**src/rtl/uart_rx_ctrl.sv**
```systemverilog
// uart_rx_ctrl: sequences the uart_rx core's enable and soft reset, captures
// received characters into a show-ahead holding FIFO, keeps sticky overrun
// and framing-error flags and drives a registered level interrupt.
// Optional feature macro: UART_RX_ERR_FIFO_EN. When defined, errored
// characters are stored with an error tag instead of being discarded.
module uart_rx_ctrl #(
  parameter int DATA_BITS  = 8,
  parameter int FIFO_DEPTH = 4,
  parameter int FIFO_AW    = 2,
  parameter int RST_CYCLES = 4
) (
  input  logic                 clk,
  input  logic                 rst,
  input  logic                 cfg_enable,
  input  logic                 cfg_flush,
  input  logic                 err_clr,
  input  logic [FIFO_AW:0]     irq_thresh,
  output logic                 core_rx_en,
  output logic                 core_rx_rst,
  input  logic                 core_rx_done,
  input  logic                 core_rx_busy,
  input  logic                 core_rx_error,
  input  logic [DATA_BITS-1:0] core_rx_data,
  input  logic                 rd_en,
  output logic [DATA_BITS-1:0] rd_data,
  output logic                 rd_err,
  output logic                 rx_empty,
  output logic                 rx_full,
  output logic [FIFO_AW:0]     rx_level,
  output logic                 overrun,
  output logic                 frame_err,
  output logic                 irq
);

  localparam logic [1:0] S_IDLE       = 2'd0;
  localparam logic [1:0] S_RESET_CORE = 2'd1;
  localparam logic [1:0] S_RUN        = 2'd2;
  localparam logic [1:0] S_DRAIN      = 2'd3;

  localparam int CW = (RST_CYCLES > 1) ? $clog2(RST_CYCLES) : 1;
  localparam logic [CW-1:0]      CNT_LAST   = CW'(RST_CYCLES - 1);
  localparam logic [FIFO_AW:0]   LEVEL_FULL = (FIFO_AW + 1)'(FIFO_DEPTH);
  localparam logic [FIFO_AW:0]   LEVEL_ONE  = (FIFO_AW + 1)'(1);

  logic [1:0]           state;
  logic [1:0]           state_next;
  logic [CW-1:0]        cnt;
  logic [CW-1:0]        cnt_next;

  logic [DATA_BITS-1:0] mem [FIFO_DEPTH];
  logic [FIFO_AW-1:0]   wr_ptr;
  logic [FIFO_AW-1:0]   rd_ptr;

  logic                 capture;
  logic                 store_char;
  logic                 do_push;
  logic                 do_pop;
  logic                 ovr_set;
  logic                 fe_set;
  logic [FIFO_AW:0]     level_next;
  logic                 overrun_next;
  logic                 frame_err_next;
  logic [FIFO_AW:0]     thresh_eff;
  logic                 irq_next;

  assign rx_empty = (rx_level == '0);
  assign rx_full  = (rx_level == LEVEL_FULL);

  // Characters are only accepted while the core is actually enabled.
  assign capture = core_rx_done && ((state == S_RUN) || (state == S_DRAIN));

`ifdef UART_RX_ERR_FIFO_EN
  assign store_char = capture;
`else
  assign store_char = capture && !core_rx_error;
`endif

  // A push into a full FIFO is only legal when a pop frees a slot the same cycle.
  assign do_pop  = rd_en && !rx_empty && !cfg_flush;
  assign do_push = store_char && (!rx_full || rd_en) && !cfg_flush;
  assign ovr_set = store_char && rx_full && !rd_en;
  assign fe_set  = capture && core_rx_error;

  // Next-cycle level and sticky flags, shared by the registers and the irq.
  always_comb begin
    level_next = rx_level;
    if (cfg_flush) begin
      level_next = '0;
    end else begin
      level_next = rx_level + (FIFO_AW + 1)'(do_push) - (FIFO_AW + 1)'(do_pop);
    end
    overrun_next   = ovr_set || (overrun && !err_clr);
    frame_err_next = fe_set || (frame_err && !err_clr);
    thresh_eff     = (irq_thresh == '0) ? LEVEL_ONE : irq_thresh;
    irq_next       = (level_next >= thresh_eff) || overrun_next || frame_err_next;
  end

  // Control FSM: a flush overrides every other transition and restarts the core.
  always_comb begin
    state_next = state;
    cnt_next   = cnt;
    case (state)
      S_IDLE: begin
        if (cfg_enable) begin
          state_next = S_RESET_CORE;
          cnt_next   = '0;
        end
      end
      S_RESET_CORE: begin
        if (cnt == CNT_LAST) begin
          state_next = cfg_enable ? S_RUN : S_IDLE;
        end else begin
          cnt_next = cnt + CW'(1);
        end
      end
      S_RUN: begin
        if (!cfg_enable) begin
          state_next = core_rx_busy ? S_DRAIN : S_IDLE;
        end
      end
      S_DRAIN: begin
        if (cfg_enable) begin
          state_next = S_RUN;
        end else if (!core_rx_busy) begin
          state_next = S_IDLE;
        end
      end
      default: state_next = S_IDLE;
    endcase
    if (cfg_flush) begin
      state_next = cfg_enable ? S_RESET_CORE : S_IDLE;
      cnt_next   = '0;
    end
  end

  // State, core controls, FIFO bookkeeping, sticky flags and irq registers.
  always_ff @(posedge clk) begin
    if (rst) begin
      state       <= S_IDLE;
      cnt         <= '0;
      core_rx_en  <= 1'b0;
      core_rx_rst <= 1'b0;
      wr_ptr      <= '0;
      rd_ptr      <= '0;
      rx_level    <= '0;
      overrun     <= 1'b0;
      frame_err   <= 1'b0;
      irq         <= 1'b0;
    end else begin
      state       <= state_next;
      cnt         <= cnt_next;
      core_rx_en  <= (state_next == S_RUN) || (state_next == S_DRAIN);
      core_rx_rst <= (state_next == S_RESET_CORE);
      if (cfg_flush) begin
        wr_ptr <= '0;
        rd_ptr <= '0;
      end else begin
        if (do_push) wr_ptr <= wr_ptr + FIFO_AW'(1);
        if (do_pop)  rd_ptr <= rd_ptr + FIFO_AW'(1);
      end
      rx_level    <= level_next;
      overrun     <= overrun_next;
      frame_err   <= frame_err_next;
      irq         <= irq_next;
    end
  end

  // Storage array needs no reset; validity is tracked by the level counter.
  always_ff @(posedge clk) begin
    if (!rst && do_push) begin
      mem[wr_ptr] <= core_rx_data;
    end
  end

  assign rd_data = rx_empty ? '0 : mem[rd_ptr];

`ifdef UART_RX_ERR_FIFO_EN
  logic tag_mem [FIFO_DEPTH];

  // Error tags travel alongside their characters.
  always_ff @(posedge clk) begin
    if (!rst && do_push) begin
      tag_mem[wr_ptr] <= core_rx_error;
    end
  end

  assign rd_err = rx_empty ? 1'b0 : tag_mem[rd_ptr];
`else
  assign rd_err = 1'b0;
`endif

endmodule

```
**config.mk**
```make
export PLATFORM = sky130hd
export DESIGN_NAME = uart_rx_ctrl
export DESIGN_NICKNAME = d
export VERILOG_FILES = /design/src/rtl/uart_rx_ctrl.sv
export SDC_FILE = /design/constraint.sdc
export NUM_CORES = 1
export LEC_CHECK = 0
export CAP_MARGIN = 15
export CORE_ASPECT_RATIO = 1.4
export CORE_MARGIN = 4
export CORE_UTILIZATION = 50
export CTS_CLUSTER_SIZE = 24
export DETAILED_ROUTE_END_ITERATION = 8
export GPL_TIMING_DRIVEN = 0
export HOLD_SLACK_MARGIN = 0.06
export PLACE_DENSITY = 0.76
export SLEW_MARGIN = 20
export SYNTH_ARGS = -nofsm -noshare
export SYNTH_HDL_FRONTEND = slang
export SYNTH_SLANG_ARGS = --single-unit
```
**constraint.sdc**
```tcl
create_clock -name clk -period 9.25 [get_ports clk]
set_input_delay 1.85 -clock clk [delete_from_list [all_inputs] [get_ports clk]]
set_output_delay 1.85 -clock clk [all_outputs]
set_load 0.02 [all_outputs]
```
* Yosys cells after proc, flatten, opt, wreduce, memory -nomap -nowiden
Memory sizes are Yosys's and may differ from the RTL's. A register that Yosys moved wholly into a read port is not among the register bits.
Index checks and enable logic that the tools add are counted.
** Word-level totals
- Memories kept :: 1
- Word-level logic and storage cells :: 79
- Input port bits :: 20
- Output and inout port bits :: 19
- RAM bits :: 32
- Bits in registers :: 16
** Operators by class
- Mux-type cells :: 20
- Reductions and logical operators :: 32
- Magnitude comparators :: 1
- Add/subtract/negate cells :: 5
- Eq/ne operators :: 10
** Memories
- mem :: depth 4, bits a word 8, read ports 1, clocked after Yosys merged registers in 1, write ports 1, line 50 : logic [DATA_BITS-1:0] mem [FIFO_DEPTH];
** Operator list (number)
- $mux 2 :: 12
- $logic_and 1x1->1 :: 12
- $eq 2x2->1 const B :: 5
- $mux 8 :: 1
- $pmux 2 s4 :: 1
- $logic_not 1->1 :: 7
- $logic_or 1x1->1 :: 7
- $add 2x1->2 const B :: 3
- $logic_not 3->1 :: 2
- $mux 3 :: 2
- $eq 2x1->1 const B :: 2
- $ne 2x2->1 const B :: 2
- $pmux 2 s2 :: 1
- $add 3x1->3 :: 1
- $eq 3x3->1 const B :: 1
- $ge 3x3->1 :: 1
- $mux 1 :: 3
- $reduce_and 3->1 :: 1
- $sub 3x1->3 :: 1
- $logic_not 2->1 :: 1
- $reduce_bool 2->1 :: 1
- $reduce_or 2->1 :: 1

* Logic depth before layout (Yosys ltp)
- Depth after elaboration :: 12
- Mapped depth :: 14
- Depth with buffers taken out :: 14

* Least setup slack after synthesis
No wires, ideal clock.
- Path type :: in2reg
- Start point :: in cfg_flush
- End point :: reg irq
- Path slack :: 4.903 ns
- Buffers on the path :: 2
- Library setup time :: 0.138 ns
- Stages :: 13
- Data required time :: 9.112 ns
- Data arrival time :: 4.209 ns
- Cells stage by stage :: buf_6 or4_1 buf_2 ha_1 inv_1 ha_1 inv_1 fa_1 xnor2_1 nor2_1 ha_1 o211ai_1 a41oi_1
** On the way
- Word-level cells in the longest chain between the ends :: 8
- Elaborated cells on any way between the ends :: 9
- Classes of those cells :: add/sub: 2; order compare: 1; mux: 1; reduce/logical: 5
** Ends and longest elaborated chain
- from (decl) :: line 15 : input logic cfg_flush,
- $logic_not 1->1 :: line 79, 80
- $logic_and 1x1->1 :: line 80 : assign do_push = store_char && (!rx_full || rd_en) && !cfg_flush;
- $add 3x1->3 :: line 90 : level_next = rx_level + (FIFO_AW + 1)'(do_push) - (FIFO_AW + 1)'(do_pop);
- $sub 3x1->3 :: line 90
- $mux 3 * :: line 87 : if (cfg_flush) begin
- named net level_next[2] :: line 60 : logic [FIFO_AW:0] level_next;
- $ge 3x3->1 * :: line 95 : irq_next = (level_next >= thresh_eff) || overrun_next || frame_err_next;
- $logic_or 1x1->1 * (2 in series) :: line 95
- to (signal assigned) :: line 164 : irq <= irq_next;
- to (decl) :: line 32 : output logic irq
The timed path passes the listed nets; every way through them passes the cells marked *.
A chain may end at the register's enable or synchronous reset.

* Worst setup path in the final report
- Start point :: in rd_en
- End point :: reg irq
** On the way
- Word-level cells in the longest chain between the ends :: 9
- Elaborated cells on any way between the ends :: 14
- Classes of those cells :: add/sub: 2; order compare: 1; mux: 1; reduce/logical: 10
** Ends and longest elaborated chain
- from (decl) :: line 24 : input logic rd_en,
- $logic_or 1x1->1 :: line 80
- $logic_and 1x1->1 (2 in series) :: line 80
- $add 3x1->3 :: line 90
- $sub 3x1->3 * :: line 90
- $mux 3 * :: line 87
- named net level_next[2] :: line 60
- $ge 3x3->1 * :: line 95
- $logic_or 1x1->1 * (2 in series) :: line 95
Marked as above.

==> flow_metrics.env <==
export IMPL_status="completed"
export IMPL_viasPerCell=5.39
export IMPL_grt_max_degree=17
export IMPL_finish_instance_area_mm2=0.00265
export IMPL_hpwlAfterDp_um=2920
export IMPL_postCtsHoldBufs=0
export IMPL_die_x_um=63.3
export IMPL_dr_pass1_iters=4
export IMPL_regArea_mm2=0.00132
export IMPL_dp_cells=234
export IMPL_fp_row_count=27
export IMPL_antenna_found_initial=0
export IMPL_p_leak_nw=0.941
export IMPL_required_ns=9.47
export IMPL_multi_input_area_um2=743
export IMPL_max_cap_violations=0
export IMPL_setup_viol_count_final=0
export IMPL_slew_violations=0
export IMPL_max_stage_delay_ns=0.51
export IMPL_avgSynthCellArea_um2=13.8
export IMPL_drc=0
export IMPL_postRouteAntennaNets=0
export IMPL_clock_fmax_mhz=216
export IMPL_powerDensity_mw_per_mm2=144
export IMPL_cts_root_buf="clkbuf_8"
export IMPL_tns_ns=0
export IMPL_endpoint_kind="register"
export IMPL_wire_per_inst_um=15.8
export IMPL_rsz0062_at_grt="false"
export IMPL_power_mw=0.381
export IMPL_grt_pass1_vias=1421
export IMPL_worst_setup_path_start_kind="input port"
export IMPL_peakVddDrop_mv=0.0896
export IMPL_wl_um=3820
export IMPL_crit_type="input port to register"
export IMPL_drive_above_1_share=0.121
export IMPL_synth_seq_cells=50
export IMPL_hold_viol_final=0
export IMPL_gp_congestion=0.736
export IMPL_post_route_util=0.658
export IMPL_syn_to_final_growth_pct=23.5
export IMPL_crit_chain="clkdlybuf4s50_1, nor4b_1, or4_1, buf_2, ha_1, inv_1, ha_1, inv_1, fa_1, xnor2_1, nor2_1, ha_1, o211ai_1, a41oi_1"
export IMPL_layout_min_cycle_time_ns=4.63
export IMPL_initial_utilization=0.533
export IMPL_synthDistinctLibCells=37
export IMPL_insertedDiodeCount=0
export IMPL_grt_pass1_wl_um=6310
export IMPL_hp_class="register to register"
export IMPL_cts_resized=0
export IMPL_cts_buffers=5
export IMPL_reg2reg_slack_ns=6.18
export IMPL_cts_buffer_depth=2
export IMPL_num_vias=1305
export IMPL_port_buffers=36
export IMPL_arrival_ns=4.85
export IMPL_post_cts_setup_buffer_count=0
export IMPL_post_route_period_util=0.501
export IMPL_cts_sinks=50
export IMPL_fp_dieH_um=85.4
export IMPL_finClkSkew_ns=0.00739
export IMPL_h_tree_depth=2
export IMPL_placed_area_mm2=0.00256
export IMPL_cp_common_cell="ha_1"
export IMPL_nFillCells=304
export IMPL_finalNonFillerCells=242
export IMPL_syn_cell_area_mm2=0.00214
export IMPL_grt_overflow_total=0
export IMPL_fin_nets=229
export IMPL_crit_fanout=4
export IMPL_core_mm2=0.00402
export IMPL_synth_cells=155
export IMPL_drtIter0Drc=25
export IMPL_cts_tree="yes"
export IMPL_pin_count=39
export IMPL_layout_commonest_cell="clkdlybuf4s50_1"
export IMPL_synth_yosys_warnings=0
export IMPL_clock_latency_ns=0.30
export IMPL_dieArea_mm2=0.00541
export IMPL_cp_slowest_cell="clkdlybuf4s50_1"
export IMPL_grtUsageTotal=0.154
export IMPL_mostFrequentLayoutCells="clkdlybuf4s50_1, edfxtp_1, nor2_1, dfxtp_1, and2_1"
export IMPL_path_buf_inv=4
export IMPL_syn_num_nets=186
export IMPL_path_delay_family="adder cells"
export IMPL_clk_pin_slew_ns=0.09
export IMPL_ys_seq_area_frac=0.617
where the power goes:
group / internal (mW) / switching (mW)
registers: 0.238 / 0.000989
clock network: 0.0531 / 0.0696
logic: 0.0113 / 0.00842
path summary, 6_finish.rpt:
kind	cells past startpoint	from	end
worst max register to register	13	rx_level[1]	irq
worst max-delay path	14	rd_en	irq
worst min register to register	2	rd_ptr[0]	register
worst min-delay path	2	rd_ptr[0]	register
registers in the layout (all words and copies together), names as in the netlist, 2 cells and up, named ones only:
name,flops
cnt,2
mem,32
rd_ptr,2
rx_level,3
state,2
wr_ptr,2
metrics by stage:
step / setup slack [ns] / hold slack, ns
after detailed placement: 4.28 / 0.512
final: 4.62 / 0.545
after CTS: 4.59 / 0.545
after global placement: 4.32 / 0.501
after floorplan: 4.90 / 0.485
after global routing: 4.47 / 0.564
layer usage:
layer  vias up  routed length [µm]  share of wire  GRT usage
met4         0                  55          0.014     0.0530
met1       624                1470           0.38      0.144
li1        633                   -              -          -
met3         6                 197          0.052     0.0437
met5         -                   0              0          0
met2        42                2100           0.55      0.309
worst reg2reg max path: cells and delay by family, from the launching register on:
kind,cells,cell delay [ns]
AO/OA/AOI/OAI,2,0.31
XOR/XNOR,1,0.22
buffers and inverters,3,0.28
adder cells (fa/ha/maj),4,1.09
AND/OR/NAND/NOR,3,0.64
flip-flops,1,0.46
synth_stat cells:
master | instances | area share
o21bai_1 | 2 | 0.0070
clkbuf_1 | 3 | 0.0053
nand3_1 | 2 | 0.0047
o31ai_1 | 1 | 0.0035
and2_1 | 12 | 0.035
mux4_2 | 8 | 0.084
nand2b_1 | 1 | 0.0029
nand2_1 | 4 | 0.0070
inv_1 | 10 | 0.018
or2_2 | 2 | 0.0058
mux2i_1 | 2 | 0.0093
xor2_1 | 3 | 0.012
ha_1 | 10 | 0.058
nor2_4 | 1 | 0.0053
or4_1 | 1 | 0.0035
a41oi_1 | 1 | 0.0041
xnor2_1 | 2 | 0.0082
mux2_2 | 1 | 0.0053
edfxtp_1 | 32 | 0.45
a22oi_1 | 3 | 0.011
fa_1 | 1 | 0.0093
dfxtp_1 | 18 | 0.17
a32oi_1 | 1 | 0.0041
o21ai_0 | 1 | 0.0023
nand3b_1 | 1 | 0.0035
a22o_1 | 1 | 0.0041
or3_1 | 1 | 0.0029
nor3b_1 | 1 | 0.0035
conb_1 | 1 | 0.0018
nor2_1 | 18 | 0.032
nor4b_1 | 1 | 0.0041
buf_4 | 1 | 0.0035
buf_2 | 2 | 0.0047
o211ai_1 | 1 | 0.0035
a21oi_1 | 2 | 0.0047
buf_6 | 1 | 0.0053
nor3_1 | 2 | 0.0047
logic make-up (layout without fill, tap and decap cells):
family,Yosys count,in the layout,share of synthesized area
adder cells (fa/ha/maj),11,11,0.0678
AO/OA/AOI/OAI,13,13,0.0438
AND/OR/NAND/NOR,47,47,0.114
multiplexers,11,11,0.0987
flip-flops,50,50,0.617
buffers and inverters,17,61,0.0362
other,1,1,0.00175
XOR/XNOR,5,5,0.0204
layout make-up:
| class | instances | area share |
|---|---|---|
| multi-input cells | 88 | 0.281 |
| inverters | 10 | 0.0142 |
| clock buffers | 5 | 0.0260 |
| flip-flops and latches | 50 | 0.499 |
| well taps | 43 | 0.0203 |
| clock inverters | 3 | 0.00804 |
| repair buffers | 36 | 0.136 |
| plain buffers | 7 | 0.0151 |
Note: power is estimated with default switching activity, not from simulation.
